$ cat src/rtl/health_recovery.sv
// Output-path fault recovery: fades the sample stream to silence on a monitor fault,
// holds mute, re-arms the monitor and fades back in; repeated faults latch FAULT until clear.
module health_recovery #(
    parameter int DATA_WIDTH   = 16,
    parameter int GAIN_WIDTH   = 8,
    parameter int FADE_STEP    = 64,
    parameter int HOLD_SAMPLES = 4800,
    parameter int MAX_RETRIES  = 3
) (
    input  logic                         clk,
    input  logic                         reset_n,
    input  logic                         enable,
    input  logic                         sample_valid,
    input  logic signed [DATA_WIDTH-1:0] sample_in,
    input  logic                         health,
    input  logic                         clear,
    output logic signed [DATA_WIDTH-1:0] sample_out,
    output logic                         sample_out_valid,
    output logic                         monitor_reset,
    output logic                         muted,
    output logic                         fault
);

    localparam int GW1 = GAIN_WIDTH + 1;
    localparam int PW  = DATA_WIDTH + GW1;
    localparam int RW  = $clog2(MAX_RETRIES + 2);
    localparam int HW  = $clog2(HOLD_SAMPLES + 1);

    localparam logic [GW1-1:0] UNITY_G   = GW1'(1 << GAIN_WIDTH);
    localparam logic [GW1-1:0] STEP_G    = GW1'(FADE_STEP);
    localparam logic [RW-1:0]  RETRY_MAX = RW'(MAX_RETRIES);
    localparam logic [RW-1:0]  RETRY_SAT = RW'(MAX_RETRIES + 1);
    localparam logic [HW-1:0]  HOLD_LAST = HW'(HOLD_SAMPLES - 1);

    // state    | meaning
    // S_RUN    | unity gain, watching health and the clean-sample window
    // S_FADE_OUT | ramping gain down one step per valid sample
    // S_HOLD   | muted, counting samples before a re-arm attempt
    // S_FADE_IN  | ramping gain up to unity
    // S_FAULT  | sticky mute until the host clears
    typedef enum logic [2:0] {
        S_RUN,
        S_FADE_OUT,
        S_HOLD,
        S_FADE_IN,
        S_FAULT
    } state_t;

    state_t          state, state_n;
    logic [GW1-1:0]  gain, gain_n, gain_dn, gain_up, gain_mul;
    logic [GW1:0]    gain_sum;
    logic [RW-1:0]   retry_ctr, retry_n, retry_inc;
    logic [HW-1:0]   hold_ctr, hold_n;
    logic            mr_n;
    logic            trip;
    logic            v1;
    logic signed [PW-1:0] prod_q, a_ext, g_ext;

    assign gain_dn   = (gain > STEP_G) ? gain - STEP_G : '0;
    assign gain_sum  = {1'b0, gain} + {1'b0, STEP_G};
    assign gain_up   = (gain_sum >= {1'b0, UNITY_G}) ? UNITY_G : gain_sum[GW1-1:0];
    assign retry_inc = (retry_ctr >= RETRY_SAT) ? retry_ctr : retry_ctr + RW'(1);
    assign trip      = (retry_ctr >= RETRY_MAX);

    always_comb begin
        state_n = state;
        gain_n  = gain;
        retry_n = retry_ctr;
        hold_n  = hold_ctr;
        mr_n    = 1'b0;
        if (enable) begin
            case (state)
                S_RUN: begin
                    if (!health) begin
                        retry_n = retry_inc;
                        if (trip) begin
                            state_n = S_FAULT;
                            gain_n  = '0;
                        end else begin
                            state_n = S_FADE_OUT;
                        end
                    end else if (sample_valid) begin
                        if (hold_ctr >= HOLD_LAST) begin
                            retry_n = '0;
                            hold_n  = '0;
                        end else begin
                            hold_n = hold_ctr + HW'(1);
                        end
                    end
                end
                S_FADE_OUT: begin
                    if (sample_valid) begin
                        gain_n = gain_dn;
                        if (gain_dn == '0) begin
                            state_n = S_HOLD;
                            hold_n  = '0;
                            mr_n    = 1'b1;
                        end
                    end
                end
                S_HOLD: begin
                    gain_n = '0;
                    if (sample_valid) begin
                        if (hold_ctr >= HOLD_LAST) begin
                            hold_n = '0;
                            if (health) begin
                                state_n = S_FADE_IN;
                            end else begin
                                mr_n = 1'b1;
                            end
                        end else begin
                            hold_n = hold_ctr + HW'(1);
                        end
                    end
                end
                S_FADE_IN: begin
                    if (!health) begin
                        retry_n = retry_inc;
                        if (trip) begin
                            state_n = S_FAULT;
                            gain_n  = '0;
                        end else begin
                            state_n = S_FADE_OUT;
                        end
                    end else if (sample_valid) begin
                        gain_n = gain_up;
                        if (gain_up == UNITY_G) begin
                            state_n = S_RUN;
                            hold_n  = '0;
                        end
                    end
                end
                S_FAULT: begin
                    gain_n = '0;
                    if (clear) begin
                        state_n = S_FADE_IN;
                        retry_n = '0;
                        mr_n    = 1'b1;
                    end
                end
                default: begin
                    state_n = S_RUN;
                    gain_n  = UNITY_G;
                end
            endcase
        end
    end

    always_ff @(posedge clk or negedge reset_n) begin
        if (!reset_n) begin
            state         <= S_RUN;
            gain          <= UNITY_G;
            retry_ctr     <= '0;
            hold_ctr      <= '0;
            monitor_reset <= 1'b0;
        end else begin
            state         <= state_n;
            gain          <= gain_n;
            retry_ctr     <= retry_n;
            hold_ctr      <= hold_n;
            monitor_reset <= mr_n;
        end
    end

    // Entering FAULT silences the sample that triggered it, not just the ones after.
    assign gain_mul = (state_n == S_FAULT) ? '0 : gain;
    assign a_ext    = PW'(sample_in);
    assign g_ext    = $signed(PW'({1'b0, gain_mul}));

    always_ff @(posedge clk or negedge reset_n) begin
        if (!reset_n) begin
            v1               <= 1'b0;
            prod_q           <= '0;
            sample_out_valid <= 1'b0;
            sample_out       <= '0;
        end else begin
            v1               <= sample_valid;
            sample_out_valid <= v1;
            if (sample_valid) begin
                prod_q <= a_ext * g_ext;
            end
            if (v1) begin
                sample_out <= DATA_WIDTH'(prod_q >>> GAIN_WIDTH);
            end
        end
    end

    assign muted = (gain == '0);
    assign fault = (state == S_FAULT);

endmodule

$ cat config.mk
export PLATFORM = sky130hd
export DESIGN_NAME = health_recovery
export DESIGN_NICKNAME = d
export VERILOG_FILES = /design/src/rtl/health_recovery.sv
export SDC_FILE = /design/constraint.sdc
export NUM_CORES = 1
export LEC_CHECK = 0
export ABC_AREA = 1
export BUFFER_PORTS_ARGS = -buffer_cell sky130_fd_sc_hd__buf_2
export CORE_MARGIN = 2
export CORE_UTILIZATION = 50
export DETAILED_ROUTE_END_ITERATION = 8
export GPL_TIMING_DRIVEN = 1
export HOLD_SLACK_MARGIN = 0.12
export PLACE_DENSITY_LB_ADDON = 0.15
export SYNTH_ARGS = -nofsm -noshare
export SYNTH_HDL_FRONTEND = slang
export SYNTH_SLANG_ARGS = --single-unit
$ cat constraint.sdc
create_clock -name clk -period 6.1 [get_ports clk]
set_input_delay 0.305 -clock clk [delete_from_list [all_inputs] [get_ports clk]]
set_output_delay 0.305 -clock clk [all_outputs]
set_load 0.1 [all_outputs]
* After elaboration in Yosys (flattened, before gate mapping)
Index checks and enable logic that the tools add are counted.
** Storage, ports and cells
- Flip-flop bits (word level) :: 71
- Input bits :: 22
- Output and inout bits :: 20
- Logic and storage cells :: 92
** Operators by class
- $add $sub $neg :: 4
- Multiply operators :: 1
- Order comparisons :: 5
- Eq/ne operators :: 18
- Muxes and demuxes :: 46
- Reduce and logical (&&, ||, !) cells :: 9
** Operators by type and width (number)
- $mux W13 :: 8
- $mux W9 :: 8
- $mux W3 :: 18
- $pmux W13 S4 :: 1
- $pmux W9 S4 :: 1
- $mul A16 B10 Y24 :: 1
- $logic_not A9 Y1 :: 2
- $ne A2 B2 Y1 const B :: 9
- $pmux W3 S5 :: 1
- $add A13 B1 Y13 const B :: 1
- $ge A13 B13 Y1 const B :: 1
- $add A9 B7 Y10 const B :: 1
- $ge A10 B9 Y1 const B :: 1
- $eq A9 B9 Y1 const B :: 1
- $gt A9 B7 Y1 const B :: 1
- $ne A3 B3 Y1 const B :: 3
- $pmux W3 S3 :: 1
- $sub A9 B7 Y9 const B :: 1
- $reduce_and A8 Y1 :: 1
- $mux W1 :: 7
- $eq A3 B2 Y1 const B :: 2
- $eq A3 B3 Y1 const B :: 2
- $reduce_and A6 Y1 :: 1
- $reduce_and A4 Y1 :: 1
- 9 further kinds :: 9

* Longest topological paths before layout
- Depth after elaboration :: 12
- Mapped depth :: 39
- Gate-level depth less buffers :: 38

* Least setup slack after synthesis
Ideal clock, no wire load.
- Path kind :: register -> register
- Start point :: register gain[6]
- End point :: register prod_q[23]
- Data arrival time :: 6040 ps
- Data required time :: 5983 ps
- Setup slack :: -58 ps
- Stages on the path, launching flop included :: 37
- Period minus slack after synthesis :: 6158 ps
- Path through :: dfrtp_1 inv_1 ha_1 nand2_1 nor2_1 nand3b_1 nand2_1 nand2_1 nand2_1 nand2_1 nand2_2 nor2_4 nand2_8 nand2_1 inv_1 clkbuf_1 nand2_1 fa_1 inv_1 fa_1 fa_1 fa_1 inv_1 fa_1 inv_1 ha_1 a21oi_1 inv_1 a21oi_1 inv_1 a21oi_1 o221a_2 nand2_1 inv_1 nand2_1 nand3_1 nand2_1
** On the way
- Longest elaborated chain between the ends :: 12
** RTL lines
- start: declaration :: line 50 : logic [GW1-1:0] gain, gain_n, gain_dn, gain_up, gain_mul;
- start signal: assignment :: line 158 : gain <= gain_n;
- $add A9 B7 Y10 :: line 60 : assign gain_sum = {1'b0, gain} + {1'b0, STEP_G};
- $ge A10 B9 Y1 :: line 61 : assign gain_up = (gain_sum >= {1'b0, UNITY_G}) ? UNITY_G : gain_sum[GW1-1:0];
- $mux W9 :: line 61
- $eq A9 B9 Y1 :: line 127 : if (gain_up == UNITY_G) begin
- $mux W3 :: line 127
- $mux W3 :: line 125 : end else if (sample_valid) begin
- $mux W3 :: line 117 : if (!health) begin
- $pmux W3 S5 (*) :: line 72 : case (state)
- $mux W3 (*) :: line 71 : if (enable) begin
- via state_n[1] :: line 49 : state_t state, state_n;
- $eq A3 B3 Y1 (*) :: line 166 : assign gain_mul = (state_n == S_FAULT) ? '0 : gain;
- $mux W9 (*) :: line 166
- $mul A16 B10 Y24 (*) :: line 180 : prod_q <= a_ext * g_ext;
- end signal: assignment :: line 180
- end: declaration :: line 57 : logic signed [PW-1:0] prod_q, a_ext, g_ext;
Mark *: on every way through the listed nets, which the timed path passes. The rest lies on a longest branch.
A chain may end at the register's enable or synchronous reset.

* Final worst setup path
- Start point :: register gain[6]
- End point :: register prod_q[21]
The elaborated chain is that of the path after synthesis.

==> results.md <==
- Synth cell types: 44
- Clock root buffer: clkbuf_16
- Yosys warning total: 0
- Synth Register Bits: 63
- Achievable Freq: 0.164 GHz
- H-tree Lvls: 3
- Final worst-path cycle share: 100%
- Reg2reg path depth: 34
- Failing checks: negative setup slack
- First-pass GRT wire length: 34,100 um
- Layout cells sized above 1: 28.7%
- Pin count of the biggest net entering global routing: 64
- Status: finished, violations left
- Share of power burned in registers: 13.7%
- Synth Area per Inst: 7.95 um2
- Layout fillers: 1,347
- Crit Path Category: reg2reg
- Area share of the largest cell type after synthesis: 28.1%
- Internal Power: 2.48 mW
- Die H: 131 um
- IO Pins: 42
- Count leader, synth: inv_1
- DRT iter0 DRCs: 388
- CP arrival: 6.34 ns
- Chip width: 131 um
- Leakage power: 5.53 nW
- Total CTS buffers: 9
- Setup violators final: 1
- Fin util: 66.6%
- Placed instance area: 9270 um2
- EDFF count, synth: 0
- Worst EP required: 6.32 ns
- Post-Layout Inst Area: 10,600 um2
- Routed len/inst: 14.8 um
- Clk_skew: 0.00494 ns
- Max stage delay on crit path: 0.63 ns
- Overall Global Routing Usage: 24.4%
- Drt drc: 0
- Xor/xnor share of the synthesized area: 1.40%
- Mapped Cells: 1,020
- Crit. End Element: register
- Final Wtd Congestion: 0.896
- Finished Layout Cells: 1,399
- Worst path most repeated cell: nand2_1
- Tmin final: 6.11 ns
- Hold-fix buffers, CTS: 0
- Mapped Nets: 1,212
- Ys async rst share: 100%
- Simple-Gate Fraction of Synth Area: 22.5%
- Largest family of logic cells by synthesized area: adder cells
- Register area share after synthesis: 19.4%
- Port-buffer cells: 41
- Synthesized area: 8110 um2
- Clock group share of total power: 11.2%
- ANT cells: 0
- HP Class: in2async
- Setup crit start kind: register
- RSZ-0062 raised after global routing: true
- CTS sink count: 63
- Net Sw Frac: 50.8%
- Final ANT Viol Nets: 0
- Cell Pwr Density: 477 nW/um2
- Max-cap violations: 0
- Worst setup margin: -0.0113 ns
- Slew Limit Fails: 0
- Main synth FF type: dfrtp_1
- Place WS: -0.165 ns
- # rows: 46
- Post-Synth Adder-Cell Area: 36.8%
- Vias/cell: 5.17
- Slew headroom: 46.5%
- Initial antenna violation count: 0
- Post-Route WL: 20,700 um
- Final #Nets: 1,370
- Sw Pwr: 2.56 mW
- Register area: 1580 um2
- Worst hold slack: 0.139 ns
- Core area: 15,900 um2
- Die area: 17,300 um2
- Compound-cell area share of the yosys netlist: 7.15%
- Endpoints failing hold: 0
- Worst skew pair latency: 0.34 ns
- Cell accounting for the most synthesized area: fa_1
- CP max-delay cell: fa_1
- Multi-input combinational cell area: 6360 um2
- Reg2reg start: gain[6]
- HPWL after detailed placement: 16,100 um
- GRT overflow: 0
- Flop2flop setup slack: -0.01 ns
- CTS clk-pin slew, worst paths: 0.06 ns
- CTS tree: yes
- Worst-margin pin slew: 0.802 ns
- Placed instance count: 1,354
- Logic pwr share: 75.1%
- Largest cells by area after synthesis: fa_1, dfrtp_1, inv_1
- CP max FO: 7
- Starting Density: 51.1%
- Post-route setup TNS: -0.0113 ns
- VDD IR max: 0.408 mV
- P&R area growth vs syn: 30.3%
- Final Total Pwr: 5.04 mW
- Commonest cells post-synth: inv_1, nand2_1, nor2_1
- CTS Buffer Depth: 2
- DR vias: 7,236
- Reg2reg end: prod_q[21]
- Drt pass-1 iters: 5
- Mux cell area share after synthesis: 1.80%
- Vias in the first global route: 7,355
==> critical path, delay by kind of cell (launching register included) <==
family          cells  cell delay, ns
xor+xnor            1            0.18
compound gates      3            0.37
fa+ha+maj           7            3.07
flops               1            0.41
buf+inv             8            0.67
simple gates       15            1.30
==> cells by family after synthesis <==
family | Yosys count
adders and majority gates | 170
buffers and inverters | 234
and+or+nand+nor | 424
muxes | 13
xor gates and xnor gates | 13
AOI/OAI and AO/OA | 103
DFF | 63
==> state kept, by name, summed over array words and instances (netlist names) <==
| name | cells |
|---|---|
| hold_ctr | 13 |
| retry_ctr | 3 |
| monitor_reset | 1 |
| v1 | 1 |
| sample_out | 16 |
| state | 3 |
| sample_out_valid | 1 |
| prod_q | 16 |
| gain | 9 |
==> worst max-delay path by stage <==
stage               startpoint          to  slack (ns)  depth (start not counted)
floorplan              gain[6]  prod_q[23]        0.06                         36
global placement       gain[6]  prod_q[23]        -0.1                         35
detailed placement     gain[6]  prod_q[22]       -0.16                         35
CTS                    gain[6]  prod_q[22]       0.008                         36
global route           gain[8]  prod_q[20]       -0.30                         31
finish                 gain[6]  prod_q[21]       -0.01                         34
==> placed cells by master (no fill, tap or decap), types with 10 or more instances in the layout <==
cell type,Yosys,final
inv_2,4,18
nand2_2,12,22
ha_4,0,20
nand2_1,191,166
nand3_1,34,34
o21ai_0,30,20
a21oi_2,1,15
buf_4,1,104
dfrtp_1,62,62
nor2_1,139,126
ha_1,56,36
nand2_4,1,15
mux2_2,13,13
buf_6,0,14
a21oi_1,46,28
fa_1,114,109
nor2_4,5,10
inv_1,213,195
buf_2,2,41
==> power groups by stage <==
stage | logic, mW | clock network [mW] | registers, mW
3_5_place_dp | 2.96 | 0 | 0.693
6_report | 3.79 | 0.565 | 0.690
3_3_place_gp | 2.93 | 0 | 0.689
2_1_floorplan | 1.68 | 0 | 1.05
5_1_grt | 4.16 | 0.591 | 0.711
4_1_cts | 3.22 | 0.576 | 0.689
==> layer usage <==
metal / share of wire (%) / GRT usage [%]
met5: 0 / 0
met4: 2.2 / 6.58
met3: 3.9 / 2.93
met2: 52 / 43.3
met1: 42 / 31.7
==> final cells by class <==
type                            count  area share [%]
Timing Repair Buffer              162            11.4
Clock inverter                      6           0.875
Tap cell                          216            2.56
Inverter                          218            7.83
Clock buffer                       10            2.26
Multi-Input combinational cell    724            60.2
Sequential cell                    63            14.9
==> timing repair <==
| action | 4_1_cts | 5_1_grt |
|---|---|---|
| resized for setup | 65 | 115 |
| gates cloned | 1 | 0 |
| endpoints found under the setup margin | 11 | 16 |
| buffers inserted | 2 | 27 |
| pin swaps | 34 | 85 |
Note: power is estimated with default switching activity, not from simulation.
